<file path="src/rtl/gate_pkg.sv">
// gate_pkg: mode encodings and gate helper functions for the reduction pipe
package gate_pkg;
  typedef enum logic [1:0] {OP_AND, OP_OR, OP_XOR} op_e;
  localparam logic [2:0] MODE_AND  = 3'd0;
  localparam logic [2:0] MODE_OR   = 3'd1;
  localparam logic [2:0] MODE_XOR  = 3'd2;
  localparam logic [2:0] MODE_NAND = 3'd3;
  localparam logic [2:0] MODE_NOR  = 3'd4;
  localparam logic [2:0] MODE_XNOR = 3'd5;
  function automatic logic mode_legal(input logic [2:0] m);
    return m <= MODE_XNOR;
  endfunction
  function automatic op_e op_sel(input logic [2:0] m);
    return (m == MODE_AND || m == MODE_NAND) ? OP_AND :
           (m == MODE_OR  || m == MODE_NOR)  ? OP_OR  : OP_XOR;
  endfunction
  function automatic logic base_op(input logic [2:0] m, input logic a, input logic b);
    return op_sel(m) == OP_AND ? a & b : op_sel(m) == OP_OR ? a | b : a ^ b;
  endfunction
  function automatic logic invert(input logic [2:0] m);
    return m == MODE_NAND || m == MODE_NOR || m == MODE_XNOR;
  endfunction
endpackage

</file>
<file path="src/rtl/gate_reduce_pipe_if.sv">
// gate_reduce_pipe_if: input/output streams, error counter and status of the reduction pipe
interface gate_reduce_pipe_if #(
  parameter int WIDTH = 8,
  parameter int CNT_W = 8
);
  logic             in_valid;
  logic             in_ready;
  logic [WIDTH-1:0] in_data;
  logic [2:0]       in_mode;
  logic             out_valid;
  logic             out_ready;
  logic             out_bit;
  logic             out_ref;
  logic [2:0]       out_mode;
  logic             mismatch;
  logic [CNT_W-1:0] err_cnt;
  logic             err_clr;
  logic             mode_err;
  modport master (
    output in_valid, in_data, in_mode, out_ready, err_clr,
    input  in_ready, out_valid, out_bit, out_ref, out_mode, mismatch, err_cnt, mode_err
  );
  modport slave (
    input  in_valid, in_data, in_mode, out_ready, err_clr,
    output in_ready, out_valid, out_bit, out_ref, out_mode, mismatch, err_cnt, mode_err
  );
endinterface

</file>
<file path="src/rtl/gate_reduce_stage.sv">
// gate_reduce_stage: one registered tree level halving its vector with the mode's base op
module gate_reduce_stage
  import gate_pkg::*;
#(
  parameter int IN_W = 2,
  parameter bit LAST = 1'b0
) (
  input  logic              clk,
  input  logic              rst,
  input  logic              adv,
  input  logic              in_valid,
  input  logic              in_ref,
  input  logic [2:0]        in_mode,
  input  logic [IN_W-1:0]   in_vec,
  output logic              out_valid,
  output logic              out_ref,
  output logic [2:0]        out_mode,
  output logic [IN_W/2-1:0] out_vec
);
  localparam int OW = IN_W / 2;
  logic [OW-1:0] red, fin, vec_d, vec_q;
  logic          valid_d, valid_q, ref_d, ref_q;
  logic [2:0]    mode_d, mode_q;
  // The last level owns the inversion and forces illegal modes to 0.
  always_comb begin
    red = '0;
    for (int i = 0; i < OW; i++) red[i] = base_op(in_mode, in_vec[2*i], in_vec[2*i+1]);
    fin = !LAST ? red : mode_legal(in_mode) ? red ^ {OW{invert(in_mode)}} : '0;
    vec_d = adv ? fin : vec_q;
    valid_d = adv ? in_valid : valid_q;
    ref_d = adv ? in_ref : ref_q;
    mode_d = adv ? in_mode : mode_q;
  end
  always_ff @(posedge clk) begin
    if (rst) begin
      vec_q <= '0;
      valid_q <= 1'b0;
      ref_q <= 1'b0;
      mode_q <= '0;
    end else begin
      vec_q <= vec_d;
      valid_q <= valid_d;
      ref_q <= ref_d;
      mode_q <= mode_d;
    end
  end
  assign out_vec = vec_q;
  assign out_valid = valid_q;
  assign out_ref = ref_q;
  assign out_mode = mode_q;
endmodule

</file>
<file path="src/rtl/gate_reduce_pipe.sv">
// gate_reduce_pipe: pipelined N-input gate reduction checked against a behavioural result
module gate_reduce_pipe
  import gate_pkg::*;
#(
  parameter int WIDTH = 8,
  parameter int CNT_W = 8,
  localparam int LEVELS = $clog2(WIDTH)
) (
  input logic clk,
  input logic rst,
  gate_reduce_pipe_if.slave bus
);
  // Every tree level lives in one bus: level k (WIDTH>>k bits) starts at 2*WIDTH-2*(WIDTH>>k).
  logic [2*WIDTH-2:0]  tree;
  logic [LEVELS:0]     vld, rf;
  logic [LEVELS:0][2:0] md;
  logic adv, hs, tree_bit, mism, ref_base, ref_in;
  logic [CNT_W-1:0] err_cnt_d, err_cnt_q;
  logic mode_err_d, mode_err_q;
  assign adv = !vld[LEVELS] || bus.out_ready;
  assign tree[WIDTH-1:0] = bus.in_data;
  assign vld[0] = bus.in_valid;
  assign md[0] = bus.in_mode;
  assign rf[0] = ref_in;
  for (genvar k = 0; k < LEVELS; k++) begin : g_lvl
    localparam int IW = WIDTH >> k;
    localparam int OI = 2*WIDTH - 2*IW;
    gate_reduce_stage #(.IN_W(IW), .LAST(k == LEVELS-1)) u_stage (
      .clk(clk), .rst(rst), .adv(adv),
      .in_valid(vld[k]), .in_ref(rf[k]), .in_mode(md[k]), .in_vec(tree[OI +: IW]),
      .out_valid(vld[k+1]), .out_ref(rf[k+1]), .out_mode(md[k+1]), .out_vec(tree[OI+IW +: IW/2])
    );
  end
  assign tree_bit = tree[2*WIDTH-2];
  assign hs = vld[LEVELS] && bus.out_ready;
  assign mism = vld[LEVELS] && (tree_bit != rf[LEVELS]);
  always_comb begin
    ref_base = op_sel(bus.in_mode) == OP_AND ? &bus.in_data :
               op_sel(bus.in_mode) == OP_OR  ? |bus.in_data : ^bus.in_data;
    ref_in = mode_legal(bus.in_mode) && (ref_base ^ invert(bus.in_mode));
    err_cnt_d = bus.err_clr ? '0 : (hs && mism && ~&err_cnt_q) ? err_cnt_q + 1'b1 : err_cnt_q;
    mode_err_d = mode_err_q || (bus.in_valid && adv && !mode_legal(bus.in_mode));
  end
  always_ff @(posedge clk) begin
    if (rst) begin
      err_cnt_q <= '0;
      mode_err_q <= 1'b0;
    end else begin
      err_cnt_q <= err_cnt_d;
      mode_err_q <= mode_err_d;
    end
  end
  assign bus.in_ready = adv;
  assign bus.out_valid = vld[LEVELS];
  assign bus.out_bit = tree_bit;
  assign bus.out_ref = rf[LEVELS];
  assign bus.out_mode = md[LEVELS];
  assign bus.mismatch = mism;
  assign bus.err_cnt = err_cnt_q;
  assign bus.mode_err = mode_err_q;
endmodule

</file>
<file path="src/flat_wrapper.sv">
// flat-port wrapper written by rule: the top's interface ports become plain ports
module gate_reduce_pipe_flat import gate_pkg::*;
#(
  parameter int WIDTH = 8,
  parameter int CNT_W = 8,
  localparam int LEVELS = $clog2(WIDTH)
)
  (clk, rst, bus_in_valid, bus_in_data, bus_in_mode, bus_out_ready, bus_err_clr, bus_in_ready, bus_out_valid, bus_out_bit, bus_out_ref, bus_out_mode, bus_mismatch, bus_err_cnt, bus_mode_err);
  gate_reduce_pipe_if #(.WIDTH(WIDTH), .CNT_W(CNT_W)) bus_i ();
  input logic clk;
  input logic rst;
  input wire logic [$bits(bus_i.in_valid)-1:0] bus_in_valid;
  input wire logic [$bits(bus_i.in_data)-1:0] bus_in_data;
  input wire logic [$bits(bus_i.in_mode)-1:0] bus_in_mode;
  input wire logic [$bits(bus_i.out_ready)-1:0] bus_out_ready;
  input wire logic [$bits(bus_i.err_clr)-1:0] bus_err_clr;
  output wire logic [$bits(bus_i.in_ready)-1:0] bus_in_ready;
  output wire logic [$bits(bus_i.out_valid)-1:0] bus_out_valid;
  output wire logic [$bits(bus_i.out_bit)-1:0] bus_out_bit;
  output wire logic [$bits(bus_i.out_ref)-1:0] bus_out_ref;
  output wire logic [$bits(bus_i.out_mode)-1:0] bus_out_mode;
  output wire logic [$bits(bus_i.mismatch)-1:0] bus_mismatch;
  output wire logic [$bits(bus_i.err_cnt)-1:0] bus_err_cnt;
  output wire logic [$bits(bus_i.mode_err)-1:0] bus_mode_err;
  assign bus_i.in_valid = bus_in_valid;
  assign bus_i.in_data = bus_in_data;
  assign bus_i.in_mode = bus_in_mode;
  assign bus_i.out_ready = bus_out_ready;
  assign bus_i.err_clr = bus_err_clr;
  assign bus_in_ready = bus_i.in_ready;
  assign bus_out_valid = bus_i.out_valid;
  assign bus_out_bit = bus_i.out_bit;
  assign bus_out_ref = bus_i.out_ref;
  assign bus_out_mode = bus_i.out_mode;
  assign bus_mismatch = bus_i.mismatch;
  assign bus_err_cnt = bus_i.err_cnt;
  assign bus_mode_err = bus_i.mode_err;
  gate_reduce_pipe #(.WIDTH(WIDTH), .CNT_W(CNT_W)) u_core (.clk(clk), .rst(rst), .bus(bus_i));
endmodule
</file>
<file path="config.mk">
export PLATFORM = sky130hd
export DESIGN_NAME = gate_reduce_pipe_flat
export DESIGN_NICKNAME = d
export VERILOG_FILES = /design/src/rtl/gate_pkg.sv /design/src/rtl/gate_reduce_pipe_if.sv /design/src/rtl/gate_reduce_stage.sv /design/src/rtl/gate_reduce_pipe.sv /design/src/flat_wrapper.sv
export SDC_FILE = /design/constraint.sdc
export NUM_CORES = 1
export LEC_CHECK = 0
export ABC_CLOCK_PERIOD_IN_PS = 2000
export BUFFER_PORTS_ARGS = -buffer_cell sky130_fd_sc_hd__buf_2
export CAP_MARGIN = 15
export CORE_MARGIN = 2
export CORE_UTILIZATION = 37
export CTS_BUF_LIST = sky130_fd_sc_hd__clkbuf_16
export DETAILED_ROUTE_END_ITERATION = 10
export PLACE_DENSITY = 0.57
export SETUP_SLACK_MARGIN = 0.15
export SLEW_MARGIN = 20
export SYNTH_ARGS = -nofsm -noshare
export SYNTH_HDL_FRONTEND = slang
export SYNTH_SLANG_ARGS = --single-unit
</file>
<file path="constraint.sdc">
create_clock -name clk -period 2 [get_ports clk]
set_input_delay 0.3 -clock clk [delete_from_list [all_inputs] [get_ports clk]]
set_output_delay 0.3 -clock clk [all_outputs]
set_load 0.05 [all_outputs]
</file>
==> flow_metrics.tcl, run 1 <==
set metrics [dict create \
    antenna_cells 0 \
    setup.worst_path.class "flop to output pin" \
    clock_skew_ns 0.00390 \
    leakage_nw 0.939 \
    htreeDepth 2 \
    hold_viol_final 0 \
    drive_gt1_share_pct 17.5 \
    gp_congestion 0.763 \
    final_core_util_pct 46.5 \
    area_growth_pct 20.5 \
    grt_overflow 0 \
    synthCells 238 \
    cts_setup_buffers 0 \
    layout_common_cells "nand2_1 (39), buf_2 (32), dfxtp_1 (31)" \
    cp-endpoint "bus_in_ready" \
    vias_per_cell 4.94 \
    fillers 516 \
    ys_top_cells_by_area "dfxtp_1 (34%), ha_1 (10%), a21oi_1 (8.2%)" \
    tightest_slew_ns 0.448 \
    multi_input_area_sq_mm 0.00109 \
    period_needed_ns 1.67 \
    core_sq_mm 0.00475 \
    fin_nets 298 \
    fin_crit_sh_pct 83.7 \
    io_buffers 32 \
    place_inst 327 \
    relSlewSlack_pct 70.2 \
    cts.clk_slew.worst_paths_ns 0.05 \
    setup_viol 0 \
    die_area_sq_mm 0.00554 \
    clk_latency_ns 0.27 \
    place_hpwl_mm 2.71 \
    maxCapViolations 0 \
    cts_buffers 5 \
    rsz0062_at_grt "no" \
    netlist.area_leader.share_pct 33.8 \
    netlist_area_sq_mm 0.00183 \
    critPathArrivalTime_ns 1.37 \
    max_freq_ghz 0.597 \
    cts_tree "built" \
    avgSynthCellArea_sq_um 7.71 \
    fin_total_pwr_mw 1.78 \
    synth_nets 269 \
    cts_root_buffer "clkbuf_16" \
    final_common_cell "nand2_1" \
    routedWlPerCell_microns 11.4 \
    vias 1655 \
    preCtsSetupSlack_ns 0.263 \
    drc 0 \
    drtIter0Drc 51 \
    cp-startpoint "u_core.g_lvl[2].u_stage.out_valid" \
    fin_area_sq_mm 0.00221 \
    num_io_pins 33 \
    fp.dieW_microns 74.4 \
    setup-tns-final_ns 0 \
    status "finished clean" \
    regToRegStartpoint "u_core.bus.err_cnt[0]" \
    track_usage_pct 15.4 \
    die_y_microns 74.4 \
    postRouteAntennaNets 0 \
    ir_drop_uv 315 \
    ff2ff_path_depth 6 \
    place_area_sq_mm 0.00204 \
    cts_sinks 31 \
    regToRegEndpoint "u_core.bus.err_cnt[7]" \
    antenna_found_initial 0 \
    finalMaxSlewViolations 0 \
    ys_ff_latch 31 \
    rows 25 \
    cp-end-kind "output pin" \
    worstPathRequired_ns 1.70 \
    first_global_vias 1549 \
    synth-warning-count 0 \
    stdcell_count 335 \
    grt_pass1_wl_mm 6.67 \
    grt_max_degree 25 \
    crit_fanout 18 \
    cp-start-kind "flop" \
    final-seq-area_sq_um 621 \
    wl_mm 3.82 \
    hold_path.class "input port to flop" \
    reg2reg_slack_ns 0.45 \
    yosysTopAreaCell "dfxtp_1" \
    fin_ws_ns 0.326 \
    hold_ws_ns 0.281 \
    synthDistinctLibCells 32 \
    start_util_pct 38.6 \
    yosysSeqAreaShare_pct 33.8 \
    p_per_area_mw_per_mm2 807 \
    cts_hold_buf 0 \
    first_pass_iters 4 \
    max-clock-path-buffers 2 \
]
==> power breakdown <==
| part | switching (mW) | total (mW) | internal (mW) |
|---|---|---|---|
| Sequential | 0.0263 | 0.675 | 0.649 |
| Clock | 0.269 | 0.855 | 0.586 |
| Combinational | 0.148 | 0.253 | 0.105 |
| Total | 0.444 | 1.78 | 1.34 |
==> state kept, by name, indices dropped and copies added (netlist names) <==
signal and cells:
u_core.bus.err_cnt 8, u_core.g_lvl.u_stage.out_mode 9, u_core.g_lvl.u_stage.out_valid 3, u_core.bus.mode_err 1, u_core.g_lvl.u_stage.out_vec 7, u_core.g_lvl.u_stage.out_ref 3
==> synthesized netlist by cell type <==
library cell and instances:
xnor2_1 7, dfxtp_1 31, nor3_1 10, clkbuf_1 6, nand2_1 39, a221oi_1 2
a211oi_1 3, nor2b_1 5, o31ai_1 4, o22ai_1 1, o311ai_0 2, or3_1 2
a311oi_1 1, inv_1 19, or2_2 1, mux2i_1 6, xor2_1 1, and2_2 1
nand3b_1 1, o2111ai_4 1, xor2_2 1, a41oi_1 1, nor3b_1 1, o21ai_0 13
buf_2 5, nand4_1 3, nand3_1 4, buf_1 1, a21oi_1 30, nor2_1 14
nand2b_1 7, ha_1 15
==> layout make-up <==
cell class | instances | area share, %
multi-input cells | 176 | 49.3
flip-flops and latches | 31 | 28.1
repair buffers | 34 | 7.92
clock buffers | 5 | 5.66
well taps | 67 | 3.79
inverters | 19 | 3.23
clock inverters | 3 | 1.98
==> logic make-up after synthesis <==
logic type	after synthesis	share of synthesized area, %
buf+inv	31	6.68
fa+ha+maj	15	10.2
simple gates	88	22.0
flops	31	33.8
xor+xnor	9	4.71
mux	6	3.27
compound gates	58	19.2
==> worst max-delay path, cell delays in order, from the launching register on <==
cell     delay (ns)
dfxtp_1        0.35
nor2b_1        0.17
inv_2          0.24
buf_2          0.33
==> routing by layer <==
layer  vias up  track usage, %  part of all wire [%]
li1        869               -                     -
met1       743            18.9                    47
met2        39            26.0                    47
met3         4            4.88                   5.1
met4         0            3.97                  0.45
met5         -               0                     0
==> repair_timing <==
action	CTS	global route
endpoints found under the setup margin	1	0
resized for setup	1	0
endpoints found under the hold margin	0	0
==> worst min-delay path by stage <==
stage,startpoint,to,depth (start not counted)
after floorplan,rst,u_core.g_lvl[0].u_stage.out_ref,1
after global placement,u_core.g_lvl[2].u_stage.out_mode[0],u_core.g_lvl[2].u_stage.out_mode[0],2
after detailed placement,u_core.g_lvl[2].u_stage.out_mode[2],u_core.g_lvl[2].u_stage.out_mode[2],2
after CTS,bus_in_valid,u_core.g_lvl[0].u_stage.out_valid,3
after global routing,bus_in_valid,u_core.g_lvl[0].u_stage.out_valid,3
final,bus_in_valid,u_core.g_lvl[0].u_stage.out_valid,3
No activity file was read; power rests on OpenSTA's default activity.
==> run 2, diff against run 1 <==
--- a/config.mk
+++ b/config.mk
@@ -5,7 +5,7 @@
 export SDC_FILE = /design/constraint.sdc
 export NUM_CORES = 1
 export LEC_CHECK = 0
-export ABC_CLOCK_PERIOD_IN_PS = 2000
+export ABC_CLOCK_PERIOD_IN_PS = 1700
 export BUFFER_PORTS_ARGS = -buffer_cell sky130_fd_sc_hd__buf_2
 export CAP_MARGIN = 15
 export CORE_MARGIN = 2
==> constraint.sdc (replaced) <==
create_clock -name clk -period 1.7 [get_ports clk]
set_input_delay 0.255 -clock clk [delete_from_list [all_inputs] [get_ports clk]]
set_output_delay 0.255 -clock clk [all_outputs]
set_load 0.05 [all_outputs]
==> run 2 against run 1 <==
Net effect: worst hold slack got worse by 0.045 ns; die area is the same; setup slack got worse by 0.15 ns; total power up 9.3%; largest cell class unchanged; wire length is 2.7% higher; utilization rose by 0.82 points; first-iteration DRC count up 2.0%; global-route usage is 0.29 points higher.
==> flow_metrics.tcl, run 2 (synthesis gave the netlist of run 1 again) <==
set metrics [dict create \
    status "finished clean" \
    cp-start-kind "flop" \
    hold_ws_ns 0.235 \
    cp-end-kind "flop" \
    max_freq_ghz 0.658 \
    maxCapViolations 0 \
    fin_nets 302 \
    die_y_microns 74.4 \
    postRouteAntennaNets 0 \
    worstPathRequired_ns 1.90 \
    io_buffers 32 \
    fin_total_pwr_mw 1.95 \
    core_sq_mm 0.00475 \
    crit_fanout 10 \
    grt_pass1_wl_mm 6.81 \
    wl_mm 3.92 \
    setup_viol 0 \
    final_core_util_pct 47.3 \
    finalMaxSlewViolations 0 \
    rsz0062_at_grt "yes" \
    setup.worst_path.class "flop to flop" \
    stdcell_count 339 \
    grt_overflow 0 \
    setup-tns-final_ns 0 \
    start_util_pct 38.6 \
    fillers 499 \
    place_hpwl_mm 2.84 \
    clk_latency_ns 0.27 \
    leakage_nw 0.953 \
    cts_hold_buf 0 \
    cts_sinks 31 \
    final_common_cell "nand2_1" \
    vias_per_cell 4.89 \
    num_io_pins 33 \
    place_area_sq_mm 0.00208 \
    fp.dieW_microns 74.4 \
    area_growth_pct 22.6 \
    first_global_vias 1568 \
    tightest_slew_ns 0.366 \
    htreeDepth 2 \
    cts_root_buffer "clkbuf_16" \
    ir_drop_uv 407 \
    fin_area_sq_mm 0.00225 \
    antenna_cells 0 \
    cts_buffers 5 \
    layout_common_cells "nand2_1 (39), a21oi_1 (30), buf_2 (30)" \
    gp_congestion 0.838 \
    largest_reg_flops 9 \
    hold_viol_final 0 \
    clock_skew_ns 0.00507 \
    antenna_found_initial 0 \
    fin_ws_ns 0.180 \
    place_inst 330 \
    drtIter0Drc 52 \
    routedWlPerCell_microns 11.6 \
    p_per_area_mw_per_mm2 866 \
    critPathArrivalTime_ns 1.72 \
    vias 1659 \
    cts_tree "built" \
    hold_path.class "input port to flop" \
    relSlewSlack_pct 75.6 \
    fin_crit_sh_pct 89.4 \
    max-clock-path-buffers 2 \
    cts.clk_slew.worst_paths_ns 0.05 \
    first_pass_iters 4 \
    track_usage_pct 15.7 \
    drive_gt1_share_pct 23.5 \
    grt_max_degree 22 \
    period_needed_ns 1.52 \
    drc 0 \
    rows 25 \
    die_area_sq_mm 0.00554 \
    preCtsSetupSlack_ns 0.0205 \
]
-- run 2: timing repair --
item,in CTS,in global routing
pin swaps,0,2
resized for setup,2,4
setup buffers,0,1
hold endpoints to repair,0,0
endpoints found under the setup margin,1,8
-- run 2: layout make-up --
type,count,area [sq um],share of cell area (%)
Sequential cell,31,639,28.4
Clock inverter,3,18.8,0.834
Clock buffer,5,125,5.56
Tap cell,67,83.8,3.73
Inverter,19,71.3,3.17
Timing Repair Buffer,38,210,9.34
Multi-Input combinational cell,176,1100,48.9
-- run 2: per-layer routing --
layer,share of wire [%],track usage [%],vias to the layer above
met5,0,0,-
met4,0.97,5.16,0
met3,3.8,3.39,4
met2,47,26.9,33
met1,48,19.4,752
li1,-,-,870
-- run 2: final timing paths --
path              depth (start not counted)                            start                                 to  slack, ns
setup / recovery                          5            u_core.bus.err_cnt[0]              u_core.bus.err_cnt[4]       0.18
hold / removal                            3                     bus_in_valid  u_core.g_lvl[0].u_stage.out_valid       0.24
setup reg to reg                          5            u_core.bus.err_cnt[0]              u_core.bus.err_cnt[4]       0.18
hold reg to reg                           2  u_core.g_lvl[1].u_stage.out_ref    u_core.g_lvl[2].u_stage.out_ref       0.45
-- run 2: critical path: stages, from the launching register on --
cell	delay, ns
dfxtp_4	0.35
ha_1	0.22
nand3_1	0.13
o2111ai_4	0.21
or3_1	0.40
a21oi_1	0.14
-- run 2: where the power goes --
part	switching, mW	total (mW)	internal (mW)	leakage [nW]
registers	0.0318	0.793	0.761	0.260
clock network	0.313	0.852	0.539	0.0701
logic	0.177	0.304	0.127	0.623
total	0.522	1.95	1.43	0.953
